$ cat src/rtl/hps_pixel_fifo_xfer.sv
`default_nettype none
// ============================================================================
// Module   : hps_pixel_fifo_xfer
// Purpose  : Pixel FIFO between a streaming pixel producer and a CPU reading
//            through an Avalon-MM slave. A small frame FSM (IDLE/STREAM/DRAIN/
//            DONE) accepts one frame, lets the CPU drain it, then raises a
//            done flag / level interrupt.
// Ports    : clk, rst_n             - clock, async active-low reset
//            pix_valid/data/last    - producer side, pix_ready back-pressure
//            address/read/write/    - Avalon-MM slave; reads take 2 cycles,
//            writedata/readdata/      writes 1 cycle
//            waitrequest
//            frame_irq              - level irq (DONE_FLAG & IRQ_EN)
//            out_state              - FSM state code for debug
// Revision : 1.0 - initial release
// ============================================================================
module hps_pixel_fifo_xfer #(
  parameter int PIX_W = 24,
  parameter int DEPTH = 16
) (
  input  logic             clk,
  input  logic             rst_n,
  input  logic             pix_valid,
  input  logic [PIX_W-1:0] pix_data,
  input  logic             pix_last,
  output logic             pix_ready,
  input  logic [2:0]       address,
  input  logic             read,
  input  logic             write,
  input  logic [31:0]      writedata,
  output logic [31:0]      readdata,
  output logic             waitrequest,
  output logic             frame_irq,
  output logic [3:0]       out_state
);

  localparam int c_aw = $clog2(DEPTH);
  localparam logic [c_aw:0] c_full_lvl = (c_aw+1)'(DEPTH);
  localparam logic [c_aw:0] c_one_lvl  = (c_aw+1)'(1);

  localparam logic [3:0] c_st_idle   = 4'd0;
  localparam logic [3:0] c_st_stream = 4'd1;
  localparam logic [3:0] c_st_drain  = 4'd2;
  localparam logic [3:0] c_st_done   = 4'd3;

  logic [3:0]       r_state;
  logic [3:0]       w_next_state;
  logic [PIX_W-1:0] r_mem [DEPTH];
  logic [c_aw-1:0]  r_wr_ptr;
  logic [c_aw-1:0]  r_rd_ptr;
  logic [c_aw:0]    r_level;
  logic [31:0]      r_pix_count;
  logic             r_enable;
  logic             r_irq_en;
  logic             r_done_flag;
  logic             r_underflow;
  logic             r_rd_busy;
  logic             r_rd_data;
  logic [31:0]      r_readdata;

  logic             w_rd_start;
  logic             w_wr_acc;
  logic             w_ctrl_wr;
  logic             w_flush;
  logic             w_clr;
  logic             w_empty;
  logic             w_full;
  logic             w_push;
  logic             w_pop;
  logic             w_rd_fin_data;
  logic             w_underflow_set;
  logic             w_done_set;
  logic             w_cnt_clr;
  logic [PIX_W-1:0] w_head_ahead;
  logic             w_head_ok;
  logic [31:0]      w_head32;
  logic [8:0]       w_level9;
  logic [31:0]      w_rd_mux;
  logic             w_unused;

  // --------------------------------------------------------------------------
  // Bus decode
  // --------------------------------------------------------------------------
  assign w_rd_start = read && !r_rd_busy;
  assign w_wr_acc   = write && !read;          // a write alongside a read is dropped
  assign w_ctrl_wr  = w_wr_acc && (address == 3'd1);
  assign w_flush    = w_ctrl_wr && writedata[2];
  assign w_clr      = w_ctrl_wr && writedata[3];
  assign w_unused   = ^writedata[31:4];

  // --------------------------------------------------------------------------
  // FIFO flags and transfer strobes
  // --------------------------------------------------------------------------
  assign w_empty         = (r_level == '0);
  assign w_full          = (r_level == c_full_lvl);
  assign w_push          = pix_valid && pix_ready && !w_flush;
  assign w_rd_fin_data   = r_rd_busy && r_rd_data;
  assign w_pop           = w_rd_fin_data && !w_empty && !w_flush;
  assign w_underflow_set = w_rd_fin_data && w_empty;
  assign w_done_set      = (w_next_state == c_st_done) && (r_state != c_st_done);
  assign w_cnt_clr       = w_flush ||
                           ((w_next_state == c_st_stream) &&
                            ((r_state == c_st_idle) || (r_state == c_st_done)));

  // readdata is registered at the end of the first read cycle but must show
  // the head as seen in the second cycle, when the pop happens. Only a push
  // into an empty FIFO can change the head across that boundary, so look
  // ahead at the incoming pixel in that case.
  assign w_head_ok    = !w_empty || w_push;
  assign w_head_ahead = w_empty ? pix_data : r_mem[r_rd_ptr];
  assign w_level9     = 9'(r_level);

  generate
    if (PIX_W < 32) begin : g_pad
      assign w_head32 = {{(32-PIX_W){1'b0}}, w_head_ahead};
    end else begin : g_nopad
      assign w_head32 = w_head_ahead;
    end
  endgenerate

  always_comb begin
    w_rd_mux = '0;
    case (address)
      3'd0:    w_rd_mux = {15'd0, w_level9, 5'd0, r_underflow, r_done_flag, ~w_empty};
      3'd1:    w_rd_mux = {30'd0, r_irq_en, r_enable};
      3'd2:    w_rd_mux = w_head_ok ? w_head32 : 32'd0;
      3'd3:    w_rd_mux = r_pix_count;
      default: w_rd_mux = '0;
    endcase
  end

  // --------------------------------------------------------------------------
  // FIFO storage (not reset)
  // --------------------------------------------------------------------------
  always_ff @(posedge clk) begin
    if (w_push) begin
      r_mem[r_wr_ptr] <= pix_data;
    end
  end

  // --------------------------------------------------------------------------
  // FIFO pointers, level and pixel counter
  // --------------------------------------------------------------------------
  always_ff @(posedge clk or negedge rst_n) begin
    if (!rst_n) begin
      r_wr_ptr    <= '0;
      r_rd_ptr    <= '0;
      r_level     <= '0;
      r_pix_count <= '0;
    end else begin
      if (w_flush) begin
        r_wr_ptr <= '0;
        r_rd_ptr <= '0;
        r_level  <= '0;
      end else begin
        if (w_push) r_wr_ptr <= r_wr_ptr + 1'b1;
        if (w_pop)  r_rd_ptr <= r_rd_ptr + 1'b1;
        if (w_push && !w_pop)      r_level <= r_level + 1'b1;
        else if (!w_push && w_pop) r_level <= r_level - 1'b1;
      end
      if (w_cnt_clr)  r_pix_count <= '0;
      else if (w_pop) r_pix_count <= r_pix_count + 32'd1;
    end
  end

  // --------------------------------------------------------------------------
  // Control / status registers and read pipeline
  // --------------------------------------------------------------------------
  always_ff @(posedge clk or negedge rst_n) begin
    if (!rst_n) begin
      r_enable    <= 1'b0;
      r_irq_en    <= 1'b0;
      r_done_flag <= 1'b0;
      r_underflow <= 1'b0;
      r_rd_busy   <= 1'b0;
      r_rd_data   <= 1'b0;
      r_readdata  <= '0;
    end else begin
      if (w_ctrl_wr) begin
        r_enable <= writedata[0];
        r_irq_en <= writedata[1];
      end
      // Setting wins over a simultaneous clear.
      if (w_done_set) r_done_flag <= 1'b1;
      else if (w_clr) r_done_flag <= 1'b0;
      if (w_underflow_set) r_underflow <= 1'b1;
      else if (w_clr)      r_underflow <= 1'b0;
      r_rd_busy <= w_rd_start;
      r_rd_data <= w_rd_start && (address == 3'd2);
      if (w_rd_start) r_readdata <= w_rd_mux;
    end
  end

  assign readdata = r_readdata;
  // Gated by rst_n so the stall drops the moment reset aborts an access.
  assign waitrequest = read && !r_rd_busy && rst_n;

  // --------------------------------------------------------------------------
  // Frame FSM: state register
  // --------------------------------------------------------------------------
  always_ff @(posedge clk or negedge rst_n) begin
    if (!rst_n) r_state <= c_st_idle;
    else        r_state <= w_next_state;
  end

  // --------------------------------------------------------------------------
  // Frame FSM: next state
  // --------------------------------------------------------------------------
  always_comb begin
    w_next_state = r_state;
    if (w_flush) begin
      w_next_state = writedata[0] ? c_st_stream : c_st_idle;
    end else if (!r_enable) begin
      w_next_state = c_st_idle;
    end else begin
      case (r_state)
        c_st_idle:   w_next_state = c_st_stream;
        c_st_stream: if (w_push && pix_last) w_next_state = c_st_drain;
        c_st_drain:  if (w_pop && (r_level == c_one_lvl)) w_next_state = c_st_done;
        c_st_done:   if (w_clr && writedata[0]) w_next_state = c_st_stream;
        default:     w_next_state = c_st_idle;
      endcase
    end
  end

  // --------------------------------------------------------------------------
  // Frame FSM: outputs
  // --------------------------------------------------------------------------
  always_comb begin
    pix_ready = r_enable && !w_full && (r_state == c_st_stream);
    frame_irq = r_done_flag && r_irq_en;
    out_state = r_state;
  end

endmodule
`default_nettype wire

$ cat config.mk
export PLATFORM = sky130hd
export DESIGN_NAME = hps_pixel_fifo_xfer
export DESIGN_NICKNAME = d
export VERILOG_FILES = /design/src/rtl/hps_pixel_fifo_xfer.sv
export SDC_FILE = /design/constraint.sdc
export NUM_CORES = 1
export LEC_CHECK = 0
export CORE_MARGIN = 2
export CORE_UTILIZATION = 40
export CTS_CLUSTER_DIAMETER = 150
export DETAILED_ROUTE_END_ITERATION = 10
export GPL_TIMING_DRIVEN = 0
export PLACE_DENSITY = 0.64
export SETUP_SLACK_MARGIN = 0.05
export SLEW_MARGIN = 20
export SYNTH_ARGS = -nofsm -noshare
export SYNTH_HDL_FRONTEND = slang
export SYNTH_SLANG_ARGS = --single-unit
export TNS_END_PERCENT = 100
$ cat constraint.sdc
create_clock -name clk -period 7.3 [get_ports clk]
set_input_delay 0.73 -clock clk [delete_from_list [all_inputs] [get_ports clk]]
set_output_delay 0.73 -clock clk [all_outputs]
set_load 0.05 [all_outputs]
### Yosys cells after proc, flatten, opt, wreduce, memory -nomap -nowiden

Memories as Yosys holds them, arrays and structs flattened.
Index checks and enable logic that the tools add are counted.

* register bits after elaboration: 87
* bits in writable memories: 384
* input port bits: 65
* logic and storage cells: 96
* memories kept: 1

Memory list
* r_mem: words 16, width 24, rd ports 1, clocked after Yosys merged registers in 0, write ports 1, RTL line 48 `logic [PIX_W-1:0] r_mem [DEPTH];`

* add/subtract/negate cells: 5
* eq/ne operators: 11
* mux-type cells: 24
* bitwise logic cells: 1
* reduce and logical (&&, ||, !) cells: 42

Operators with widths (number)
* $pmux W32 S4: 1
* $mux W32: 2
* $mux W24: 2
* $mux W4: 9
* $add A32 B1 Y32 const B: 1
* $logic_and A1 B1 Y1: 23
* $pmux W4 S4: 1
* $mux W5: 3
* $eq A4 B2 Y1 const B: 3
* $reduce_bool A2 Y1: 5
* $add A4 B1 Y4 const B: 2
* $eq A4 B1 Y1 const B: 2
* $logic_not A1 Y1: 7
* $eq A3 B2 Y1 const B: 2
* $mux W1: 6
* $add A5 B1 Y5 const B: 1
* $eq A5 B1 Y1 const B: 1
* $eq A5 B5 Y1 const B: 1
* $logic_not A5 Y1: 1
* $sub A5 B1 Y5 const B: 1
* $logic_not A4 Y1: 1
* $ne A4 B2 Y1 const B: 1
* $eq A3 B1 Y1 const B: 1
* $logic_not A3 Y1: 1
* other kinds (3): 5

### Logic depth before layout (Yosys ltp)

Gate-level depths: netlist of run 1.

* depth after elaboration: 15
* depth in mapped cells: 9

### Least setup slack after synthesis of run 1

No wires, ideal clock.

* path kind: reg2reg
* start point: reg r_state[1], in the netlist out_state[1]
* end point: mem r_mem[13][0] (enable)
* setup time: 0.382 ns
* arrival time: 2.723 ns
* required time: 6.918 ns
* slack: 4.195 ns
* cell stages (with the launch flop): 7
* path buffers: 2
* cell sequence: dfrtp_1 -> or4b_4 -> or3_1 -> buf_6 -> nor2_2 -> buf_4 -> and4_1

* longest elaborated chain between the ends: 6

RTL lines
* start, declared: RTL line 46 `logic [3:0] r_state;`
* start signal, assigned: RTL line 202 `if (!rst_n) r_state <= c_st_idle;`
* start signal, assigned: RTL line 203 `else r_state <= w_next_state;`
* $eq A4 B1 Y1: RTL line 230 `pix_ready = r_enable && !w_full && (r_state == c_st_stream);`
* $logic_and A1 B1 Y1: RTL line 230
* $logic_and A1 B1 Y1 (2 in a row): RTL line 96 `assign w_push = pix_valid && pix_ready && !w_flush;`
* $mux W1: RTL line 136 `if (w_push) begin`
* $mux W1 (not written as such): RTL line 137 `r_mem[r_wr_ptr] <= pix_data;`
* end, declared: RTL line 48

Every way passes these cells.

### Worst setup path in the final report of run 1

* start point: in read
* end point: out waitrequest

* longest elaborated chain between the ends: 2

RTL lines
* start, declared: RTL line 28 `input logic read,`
* $logic_and A1 B1 Y1
* named net w_rd_start: RTL line 61 `logic w_rd_start;`
* $logic_and A1 B1 Y1: RTL line 196 `assign waitrequest = read && !r_rd_busy && rst_n;`
* end, declared: RTL line 32 `output logic waitrequest,`

The timed path passes the listed nets, and every way through them passes these cells.

==> results.md, run 1 <==
* PostCTS Resize Cnt at 0
* Hold WC Path Type: in2async
* Tcrit/Tclk final at 51.3%
* Wire per inst at approximately 25 microns
* Setup repair after global routing missed its margin: false
* # rows at 79
* CP max-delay cell: clkdlybuf4s50_1
* R2R Setup Slk at roughly 3.8 ns
* #FFs+latches synth at roughly 470
* Largest family of logic cells by synthesized area: multiplexers
* Largest net degree at the start of global routing at 60
* Clock slew at reported path FFs at 0.06 ns
* Xor and xnor fraction of the mapped netlist area at under 10%
* Crit path capture type: output port
* Type of origin of the critical path: primary input
* # port buffers at 75
* Power, Total at 0.00716 W
* Vias in the first global route at 10.9k
* Synthesized cell area at 19100 sq um
* Max clock buf depth at 3
* Leak Pwr at 7.56 nW
* Crit path cell chain: clkdlybuf4s50_1 > nand2b_1 > clkbuf_1 > clkbuf_1 > inv_1 > and2_1 > clkdlybuf4s50_1
* Post-route minimum period at 3.74 ns
* Critical Path RT at 6.57 ns
* Number of flops mapped to enable cells by yosys at 384
* Routability cong. at 0.873
* DRC violations left at 0
* Syn-to-layout area delta at 18.7%
* Synth async-reset ratio at a little under a fifth
* Post-synthesis simple-gate area fraction at 6.04%
* Cts hold-fix bufs at 0
* Reg2reg start: r_level[1]
* Commonest non-fill, non-tap cell in the layout: edfxtp_1
* Pwr/cell area at 316 nW/um^2
* Clock share of power at 35.0%
* CORE AREA at 46800 sq um
* Post-CTS setup buffer count at 0
* Run status: finished, final reports clean
* GRT overflow at 0
* # IOs at 104
* Worst-Skew Late Latency at between 0.5 and 0.6 ns
* P_int at 0.00514 W
* Final WL at roughly 46 mm
* Chip Height at 222 microns
* Part of the power in registers at 41.9%
* Net Sw Power at just over 0.002 W
* Netlist cell types at 56
* CP Class: in2out
* Mapped Avg Cell Area at roughly 18 sq um
* Slowest cell delay on critical path at 0.69 ns
* Post-route ant nets at 0
* Comb pwr share at 23.1%
* Die Width at 222 microns
* Commonest non-fill, non-tap cells in the layout: edfxtp_1 (384), mux4_2 (96), dfrtp_1 (87)
* Critical path fanouts, max at 10
* DR iter-0 viols at 1186
* Clk_skew at 0.0200 ns
* Final hold vios at 0
* Syn. warnings at 0
* DR vias at 10.8k
* Final setup TNS at 0 ns
* First-pass DRT Iterations at 5
* Reg2reg path depth at 8
* Initial Util at 40.8%
* Die ar. at 49400 sq um
* DP Wirelength at ~31 mm
* Mux contribution to synthesized area at a little under an eighth
* Post-synthesis adder-cell area fraction at 0.774%
* Clock sinks at 471
* Slew margin rel. at 21.8%
* Slew Limit Fails at 0
* Fmax at 267 MHz
* CTS Buf Count at 48
* Crit path DAT at 3.01 ns
* Seq/Total Area, Yosys at between 70% and 80%
* Top FF cell, synth: edfxtp_1
* Max H-tree Level at 2
* Least-Margin Pin Slew at approximately 1.2 ns
* Max-cap violations at 0
* Sw Ratio at 28.2%
* Vias per cell at 5.81
* Cell count after synthesis at 1069
* Share of layout cells above drive strength 1 at 19.6%
* Initial antenna violation count at 1
* Synth Area in Compound Gates at 6.45%
* Antenna Cells at 0
* Final setup vio count at 0
* R2R Path End: readdata[17]
* First-pass GRT wire length at 69.5 mm
* Fin nets at between 1k and 1.5k
* TritonCTS clock tree: yes
* Worst vdd ir at ~170 uV
* GRT Total Usage at between 10% and 20%
* CTS root buf: clkbuf_16
power groups by stage:
stage / Combinational [W] / Sequential (W) / Clock [W]
final: 0.00165 / 0.00300 / 0.00251
after global routing: 0.00176 / 0.00300 / 0.00266
after CTS: 0.00165 / 0.00300 / 0.00256
after detailed placement: 0.00164 / 0.00305 / 0
after global placement: 0.00162 / 0.00305 / 0
after floorplan: 0.00105 / 0.00310 / 0
through the flow:
stage	utilization (%)	worst slack [ns]	std cells	hold WS, ns	cell area, sq um
2_1_floorplan	-	4.19	1070	0.434	19100
3_3_place_gp	44.0	1.26	1752	0.479	20600
3_5_place_dp	44.9	3.54	1769	0.495	21000
4_1_cts	48.4	3.51	1858	0.0759	22600
5_1_grt	48.4	3.39	1858	0.111	22600
6_report	48.4	3.56	1858	0.0912	22600
routing by layer:
layer  GRT usage, %  wire (microns)  vias to the layer above
met5              0               8                        -
met4           5.49             904                        2
met3           3.12            3200                       64
met2           31.0           22600                      413
met1           26.2           19700                     5676
li1               -               -                     4649
worst max-delay path, delay by kind of cell:
kind | cells | cell delay [ns]
buffers and inverters | 5 | 2.01
and+or+nand+nor | 2 | 0.27
synthesized netlist by cell type (5+ instances only):
master	n	area, sq um
edfxtp_1	384	11500
mux4_2	96	2160
dfrtp_1	87	2180
a22oi_1	62	465
nor2_1	45	169
nand2_1	36	135
clkbuf_1	35	131
a21oi_1	29	145
nand4_1	26	163
xor2_1	24	210
a22o_1	22	193
and2_1	21	131
o21ai_1	20	100
a31oi_1	17	106
buf_2	16	80.1
nand3_1	14	70.1
ha_1	10	125
nor3_1	9	45.0
xnor2_1	9	78.8
a221o_1	8	80.1
inv_1	8	30.0
and3_1	7	43.8
and4_1	7	61.3
o21ai_0	7	35.0
or3_1	7	43.8
buf_1	5	18.8
nor3b_1	5	37.5
kinds of logic after synthesis:
| logic type | Yosys count |
|---|---|
| buffers and inverters | 69 |
| DFF | 471 |
| and+or+nand+nor | 203 |
| other | 1 |
| muxes | 102 |
| xor gates and xnor gates | 33 |
| adders and majority gates | 12 |
| AOI/OAI and AO/OA | 178 |
registers in the layout, summed over array words and instances (netlist names):
name and cells:
r_mem 384, r_rd_data 1, r_underflow 1, r_rd_ptr 4, out_state 4, r_enable 1
r_rd_busy 1, r_done_flag 1, r_irq_en 1, readdata 32, r_pix_count 32, r_wr_ptr 4
r_level 5
cell type report:
| class | count | area, sq um |
|---|---|---|
| fill | 3888 | 24100 |
| sequential | 471 | 13700 |
| multi-input combinational | 530 | 5080 |
| clock buffer | 60 | 1270 |
| timing repair buffer | 92 | 1160 |
| tap | 607 | 759 |
| clock inverter | 29 | 339 |
| buffer | 61 | 279 |
| inverter | 8 | 30.0 |
how the worst max path moves through the flow:
stage | startpoint | endpoint | cells after the start
detailed placement | read | waitrequest | 7
global placement | rst_n | waitrequest | 3
finish | read | waitrequest | 7
CTS | read | waitrequest | 7
floorplan | out_state[1] | r_mem[13][0] | 6
global route | read | waitrequest | 7
Note: power is estimated with default switching activity, not from simulation.
==> run 2: changes to the inputs <==
--- a/config.mk
+++ b/config.mk
@@ -10,7 +10,7 @@
 export CTS_CLUSTER_DIAMETER = 150
 export DETAILED_ROUTE_END_ITERATION = 10
 export GPL_TIMING_DRIVEN = 0
-export PLACE_DENSITY = 0.64
+export PLACE_DENSITY = 0.66
 export SETUP_SLACK_MARGIN = 0.05
 export SLEW_MARGIN = 20
 export SYNTH_ARGS = -nofsm -noshare
==> constraint.sdc (replaced) <==
create_clock -name clk -period 3 [get_ports clk]
set_input_delay 0.3 -clock clk [delete_from_list [all_inputs] [get_ports clk]]
set_output_delay 0.3 -clock clk [all_outputs]
set_load 0.05 [all_outputs]
==> run 2 against run 1 <==
  * Cell count is 0.16% lower
  * First-iteration DRC count grew 5.3%
  * Flip-flop and latch count stayed put
  * Non-clock buffer count fell by 13
  * Cell area is 1.1% lower
  * Sequential power up 140%
  * Setup slack lost 3.5 ns
  * Critical path type is now reg2reg
  * Highest routed layer is now met4
==> results.md, run 2 (synthesis gave the netlist of run 1 again) <==
* Run status: finished, final reports clean
* Routability cong. at 0.811 (-7.1%)
* CP max-delay cell: and4_4
* Hold WC Path Type: in2async
* Initial antenna violation count at 1 (unchanged)
* # rows at 79 (unchanged)
* Type of origin of the critical path: flop
* GRT Total Usage at 19.0% (about the same)
* Clock share of power at 33.4% (-1.6 points)
* Initial Util at 40.8% (unchanged)
* CTS root buf: clkbuf_16
* DR vias at 10.8k (-0.16%)
* Filler cells at 3914 (+0.67%)
* Crit path capture type: flop
* Max H-tree Level at 2 (unchanged)
* Max clock buf depth at 3 (unchanged)
* Slew margin rel. at 28.8% (+7.1 points)
* Reg2reg path depth at 6 (-2)
* DR iter-0 viols at 1249 (+5.3%)
* Share of layout cells above drive strength 1 at 19.7% (+0.13 points)
* Commonest non-fill, non-tap cell in the layout: edfxtp_1
* Worst-Skew Late Latency at 0.57 ns (-0.02 ns)
* Fmax at 340 MHz
* CP dominant cell by count: buf_6
* First-pass GRT wire length at 69.8 mm (+0.54%)
* Final WL at 46.4 mm (about the same)
* Fin nets at 1285 (-0.16%)
* Critical path fanouts, max at 24 (+14)
* R2R Setup Slk at 0.06 ns (-3.78 ns)
* Critical Path RT at 3.19 ns (-3.38 ns)
* Wire per inst at 25.0 microns (+0.20%)
* Vias in the first global route at 10.9k (-0.74%)
* Clk_skew at 0.0225 ns (+0.00259 ns)
* Worst vdd ir at 503 uV (+190%)
* Post-route minimum period at between 2 and 3 ns
* Final Util at 47.8% (-0.54 points)
* Die ar. at 49400 sq um (unchanged)
* Chip Height at 222 microns (unchanged)
* Clock slew at reported path FFs at 0.06 ns (about the same)
* Least-Margin Pin Slew at 1.06 ns (-0.105 ns)
* Leak Pwr at 7.45 nW (-1.5%)
* First-pass DRT Iterations at 5 (unchanged)
* CP Class: reg2reg
* R2R Path End: r_mem[12][21]
* DRC violations left at 0 (unchanged)
* DP Wirelength at 28.2 mm (-8.2%)
* Slew Limit Fails at 0 (unchanged)
* P_int at 0.0122 W (+140%)
* Reg2reg start: out_state[1]
* Commonest non-fill, non-tap cells in the layout: edfxtp_1 (384), mux4_2 (96), dfrtp_1 (84)
* Final hold slack at 0.211 ns (+0.119 ns)
* Clock sinks at 471 (unchanged)
* GRT overflow at 0 (unchanged)
* Post-route ant nets at 0 (unchanged)
* # port buffers at 75 (unchanged)
* Final hold vios at 0 (unchanged)
* CTS Buf Count at 47 (-2.1%)
* Antenna Cells at 0 (unchanged)
* Pwr/cell area at 760 nW/um^2 (+140%)
* Worst setup path startpoint: out_state[1]
* Final setup vio count at 0 (unchanged)
* Tcrit/Tclk final at 98.2%
* Biggest register: r_mem
* Net Sw Power at 0.00482 W (+140%)
* # IOs at 104 (unchanged)
* TritonCTS clock tree: yes
* Die Width at 222 microns (unchanged)
* Syn-to-layout area delta at 17.4%
* Comb pwr share at 23.7% (+0.6 points)
* Max-cap violations at 0 (unchanged)
* Slowest cell delay on critical path at 0.61 ns (-0.08 ns)
* Sw Ratio at 28.4% (+0.19 points)
* Largest net degree at the start of global routing at 59 (-1.7%)
* Vias per cell at 5.82 (about the same)
* Final setup TNS at 0 ns (unchanged)
* Max FFs per register at 384 (unchanged)
* CORE AREA at 46800 sq um (unchanged)
* Crit path cell chain: or4b_4 > or3_1 > buf_6 > nor2_4 > buf_6 > and4_4
* Crit path DAT at 3.13 ns (+0.12 ns)
* Setup repair after global routing missed its margin: true
* Part of the power in registers at 42.9% (+1.0 points)
## run 2: cell types whose count changed in the layout (fill, tap and decap cells not counted), moves of 4 or more
| cell | before | now |
|---|---|---|
| and2_2 | 12 | 0 |
| and2_4 | 0 | 24 |
| and4_2 | 4 | 0 |
| and4_4 | 0 | 4 |
| buf_12 | 8 | 2 |
| buf_16 | 9 | 1 |
| bufinv_16 | 7 | 3 |
| clkbuf_2 | 0 | 4 |
| clkinv_2 | 12 | 7 |
## run 2: area by class of cell
class	count	area [sq um]	share of cell area [%]
plain buffers	60	290	1.30
clock buffers	68	1300	5.79
clock inverters	19	180	0.805
inverters	8	30.0	0.134
multi-input cells	542	5270	23.6
flip-flops and latches	471	13700	61.3
well taps	607	759	3.39
repair buffers	80	831	3.71
## run 2: metal layers
layer / GRT usage [%] / wire, microns / vias to the layer above
met3: 3.83 / 3510 / 85
met2: 30.4 / 22200 / 429
met1: 26.2 / 19600 / 5626
met4: 5.78 / 1150 / 0
met5: 0 / 0 / -
li1: - / - / 4647
## run 2: stage by stage
stage	total power [W]	cell area [sq um]	cells	setup WS, ns
6_report	0.0170	22400	1855	0.0553
4_1_cts	0.0171	22300	1853	0.0772
3_3_place_gp	0.0114	20600	1752	-2.19
5_1_grt	0.0176	22400	1855	0.00916
2_1_floorplan	0.0101	19100	1070	0.107
3_5_place_dp	0.0114	20600	1753	-0.480
## run 2: timing repair
action,4_1_cts,5_1_grt
setup buffers,1,2
setup endpoints to repair,415,186
hold buffers,1,0
hold endpoints to repair,29,0
gates resized for setup,48,4
pin swaps,12,2
gates cloned,12,0
## run 2: worst max-delay path by stage
stage                         end  slack (ns)  cells after the start
floorplan            r_mem[12][0]        0.11                      6
global placement      waitrequest       -2.19                      3
detailed placement   readdata[14]       -0.48                      8
CTS                 r_mem[12][18]        0.08                      6
global route        r_mem[12][18]       0.009                      6
finish              r_mem[12][21]        0.06                      6
## run 2: power by group through the flow
stage | clock network, W | registers (W) | logic, W
4_1_cts | 0.00576 | 0.00730 | 0.00401
3_3_place_gp | 0 | 0.00742 | 0.00394
5_1_grt | 0.00603 | 0.00731 | 0.00428
3_5_place_dp | 0 | 0.00743 | 0.00400
2_1_floorplan | 0 | 0.00756 | 0.00255
6_report | 0.00568 | 0.00730 | 0.00402
## run 2: critical path: cells and delay by family, from the launching register on
kind | cells | cell delay (ns)
AND/OR/NAND/NOR | 4 | 1.74
buffers and inverters | 2 | 0.35
flip-flops | 1 | 0.46
==> run 3: changes to the inputs <==
--- a/config.mk
+++ b/config.mk
@@ -8,9 +8,10 @@
 export CORE_MARGIN = 2
 export CORE_UTILIZATION = 40
 export CTS_CLUSTER_DIAMETER = 150
+export CTS_CLUSTER_SIZE = 12
 export DETAILED_ROUTE_END_ITERATION = 10
 export GPL_TIMING_DRIVEN = 0
-export PLACE_DENSITY = 0.66
+export PLACE_DENSITY = 0.64
 export SETUP_SLACK_MARGIN = 0.05
 export SLEW_MARGIN = 20
 export SYNTH_ARGS = -nofsm -noshare
==> constraint.sdc (replaced) <==
create_clock -name clk -period 2.8 [get_ports clk]
set_input_delay 0.28 -clock clk [delete_from_list [all_inputs] [get_ports clk]]
set_output_delay 0.28 -clock clk [all_outputs]
set_load 0.05 [all_outputs]
==> run 3 against run 2 <==
  * Core utilization rose by 0.62 points
  * Register-to-register slack improved by 0.04 ns
  * Critical path type unchanged
  * Sequential power rose by 7.1%
  * Worst hold slack improved by 0.015 ns
  * Largest power group unchanged
==> results.md, run 3 (synthesis gave the netlist of run 1 again) <==
* DR vias at 11.1k (+2.9%)
* DP Wirelength at 28.2 mm (-0.15%)
* CORE AREA at 46800 sq um (unchanged)
* Fmax at 369 MHz (+8.8%)
* Final setup vio count at 0 (unchanged)
* Final hold vios at 0 (unchanged)
* Leak Pwr at 7.56 nW (+1.5%)
* CP Class: reg2reg
* Tcrit/Tclk final at 96.7% (-1.5 points)
* Commonest non-fill, non-tap cell in the layout: edfxtp_1
* Pwr/cell area at 781 nW/um^2 (+2.8%)
* Worst-Skew Late Latency at 0.59 ns (+0.02 ns)
* Type of origin of the critical path: flop
* Least-Margin Pin Slew at 1.10 ns (+0.0421 ns)
* Run status: finished, final reports clean
* Biggest register: r_mem
* DR iter-0 viols at 1410 (+13%)
* # port buffers at 75 (unchanged)
* Area taken by flip-flops and latches at 13700 sq um (unchanged)
* Routability cong. at 0.811 (unchanged)
* TritonCTS clock tree: yes
* Crit path capture type: flop
* Chip Height at 222 microns (unchanged)
* Part of the power in registers at 44.2% (+1.3 points)
* CP max-delay cell: dfrtp_2
* Largest net degree at the start of global routing at 49 (-17%)
* Setup repair after global routing missed its margin: true
* CTS Buf Count at 45 (-4.3%)
* Slew Limit Fails at 0 (unchanged)
* Multi-input logic area at 5420 sq um (+2.9%)
* Final Util at 48.5% (+0.62 points)
* Critical path fanouts, max at 13 (-46%)
* Initial antenna violation count at 3 (+2)
* Syn-to-layout area delta at 18.9%
* Final setup margin at 0.0927 ns (+0.0374 ns)
* Crit path cell chain: inv_1 > ha_1 > and4bb_2 > nor3_4 > nand2_2 > nor3b_4 > buf_4 > and2_4 > buf_12
* Share of layout cells above drive strength 1 at 22.0% (+2.3 points)
* Critical Path RT at 3.07 ns (-0.12 ns)
* Die Width at 222 microns (unchanged)
* Hold WC Path Type: in2async
* Clock sinks at 471 (unchanged)
* Initial Util at 40.8% (unchanged)
* Clk_skew at 0.0295 ns (+0.00697 ns)
* Max FFs per register at 384 (unchanged)
* Max H-tree Level at 2 (unchanged)
* Wire per inst at 26.7 microns (+6.7%)
* First-pass DRT Iterations at 7 (+2)
* First-pass GRT wire length at 72.2 mm (+3.4%)
* Clock share of power at 30.8% (-2.6 points)
* CTS root buf: clkbuf_16
* Post-route ant nets at 0 (unchanged)
* Slew margin rel. at 26.0% (-2.8 points)
* Sw Ratio at 29.1% (+0.76 points)
* # rows at 79 (unchanged)
* Net Sw Power at 0.00516 W (+6.9%)
* GRT Total Usage at 19.9% (+0.99 points)
* Vias in the first global route at 11.1k (+2.3%)
* Max clock buf depth at 3 (unchanged)
* Fin nets at 1318 (+2.6%)
* Slowest cell delay on critical path at 0.43 ns (-0.18 ns)
* Pre-CTS setup slack at -0.670 ns (-0.189 ns)
* GRT overflow at 0 (unchanged)
* Die ar. at 49400 sq um (unchanged)
* P_int at 0.0125 W (+3.0%)
* Commonest non-fill, non-tap cells in the layout: edfxtp_1 (384), mux4_2 (96), dfrtp_1 (84)
* Max-cap violations at 0 (unchanged)
* Crit path DAT at 2.98 ns (-0.15 ns)
* Post-route minimum period at 2.71 ns (-0.237 ns)
* Comb pwr share at 25.0% (+1.3 points)
* Filler cells at 3853 (-1.6%)
* DRC violations left at 0 (unchanged)
* Clock slew at reported path FFs at 0.07 ns (about the same)
* Vias per cell at 5.94 (+2.2%)
* Final WL at 49.9 mm (+7.4%)
* Worst vdd ir at 467 uV (-7.2%)
* # IOs at 104 (unchanged)
-- run 3: area by class of cell --
| type | instances | share of cell area, % |
|---|---|---|
| plain buffers | 61 | 1.43 |
| repair buffers | 103 | 5.20 |
| diodes | 1 | 0.0110 |
| multi-input cells | 553 | 23.9 |
| well taps | 607 | 3.35 |
| clock inverters | 4 | 0.232 |
| flip-flops and latches | 471 | 60.5 |
| inverters | 8 | 0.133 |
| clock buffers | 59 | 5.20 |
-- run 3: power by group through the flow --
stage / Combinational (W) / Sequential [W] / Clock [W]
3_5_place_dp: 0.00427 / 0.00795 / 0
6_report: 0.00443 / 0.00782 / 0.00545
2_1_floorplan: 0.00274 / 0.00809 / 0
3_3_place_gp: 0.00422 / 0.00795 / 0
5_1_grt: 0.00470 / 0.00783 / 0.00578
4_1_cts: 0.00434 / 0.00781 / 0.00554
-- run 3: critical path, delay by kind of cell, from the launching register on --
family / cells / cell delay [ns]
AND/OR/NAND/NOR: 5 / 1.19
buffers and inverters: 3 / 0.52
flip-flops: 1 / 0.43
adder cells (fa/ha/maj): 1 / 0.24
-- run 3: path summary, 6_finish.rpt --
kind,startpoint,to,slack (ns),cells past startpoint
min in group clk,writedata[1],r_irq_en,0.31,2
max in group asynchronous,rst_n,readdata[25],1.94,3
worst min-delay path,rst_n,r_done_flag,0.23,2
worst max-delay path,r_level[1],r_mem[10][6],0.09,9
worst max register to register,r_level[1],r_mem[10][6],0.09,9
worst min register to register,r_underflow,r_underflow,0.50,2
-- run 3: repair_timing --
| action | in CTS | in global routing |
|---|---|---|
| pin swaps | 14 | 3 |
| endpoints found under the hold margin | 40 | 0 |
| gates resized for setup | 50 | 31 |
| endpoints found under the setup margin | 429 | 403 |
| buffers inserted | 19 | 7 |
| hold buffers | 1 | 0 |
| cloned | 16 | 7 |
-- run 3: routing by layer --
layer	global-route usage (%)	vias to the layer above	wire, microns
li1	-	4704	-
met1	26.7	5786	20200
met2	32.5	495	24000
met3	3.83	109	3940
met4	7.61	4	1740
met5	0	-	38
-- run 3: metrics by stage --
step	power (W)	area (sq um)	hold WS [ns]	setup TNS, ns	std cells
3_5_place_dp	0.0122	20600	0.309	-158.26	1753
2_1_floorplan	0.0108	19100	-0.0156	-8.92	1070
5_1_grt	0.0183	22700	0.289	0	1867
6_report	0.0177	22700	0.226	0	1867
3_3_place_gp	0.0122	20600	0.481	-306.60	1752
4_1_cts	0.0177	22400	0.236	0	1852
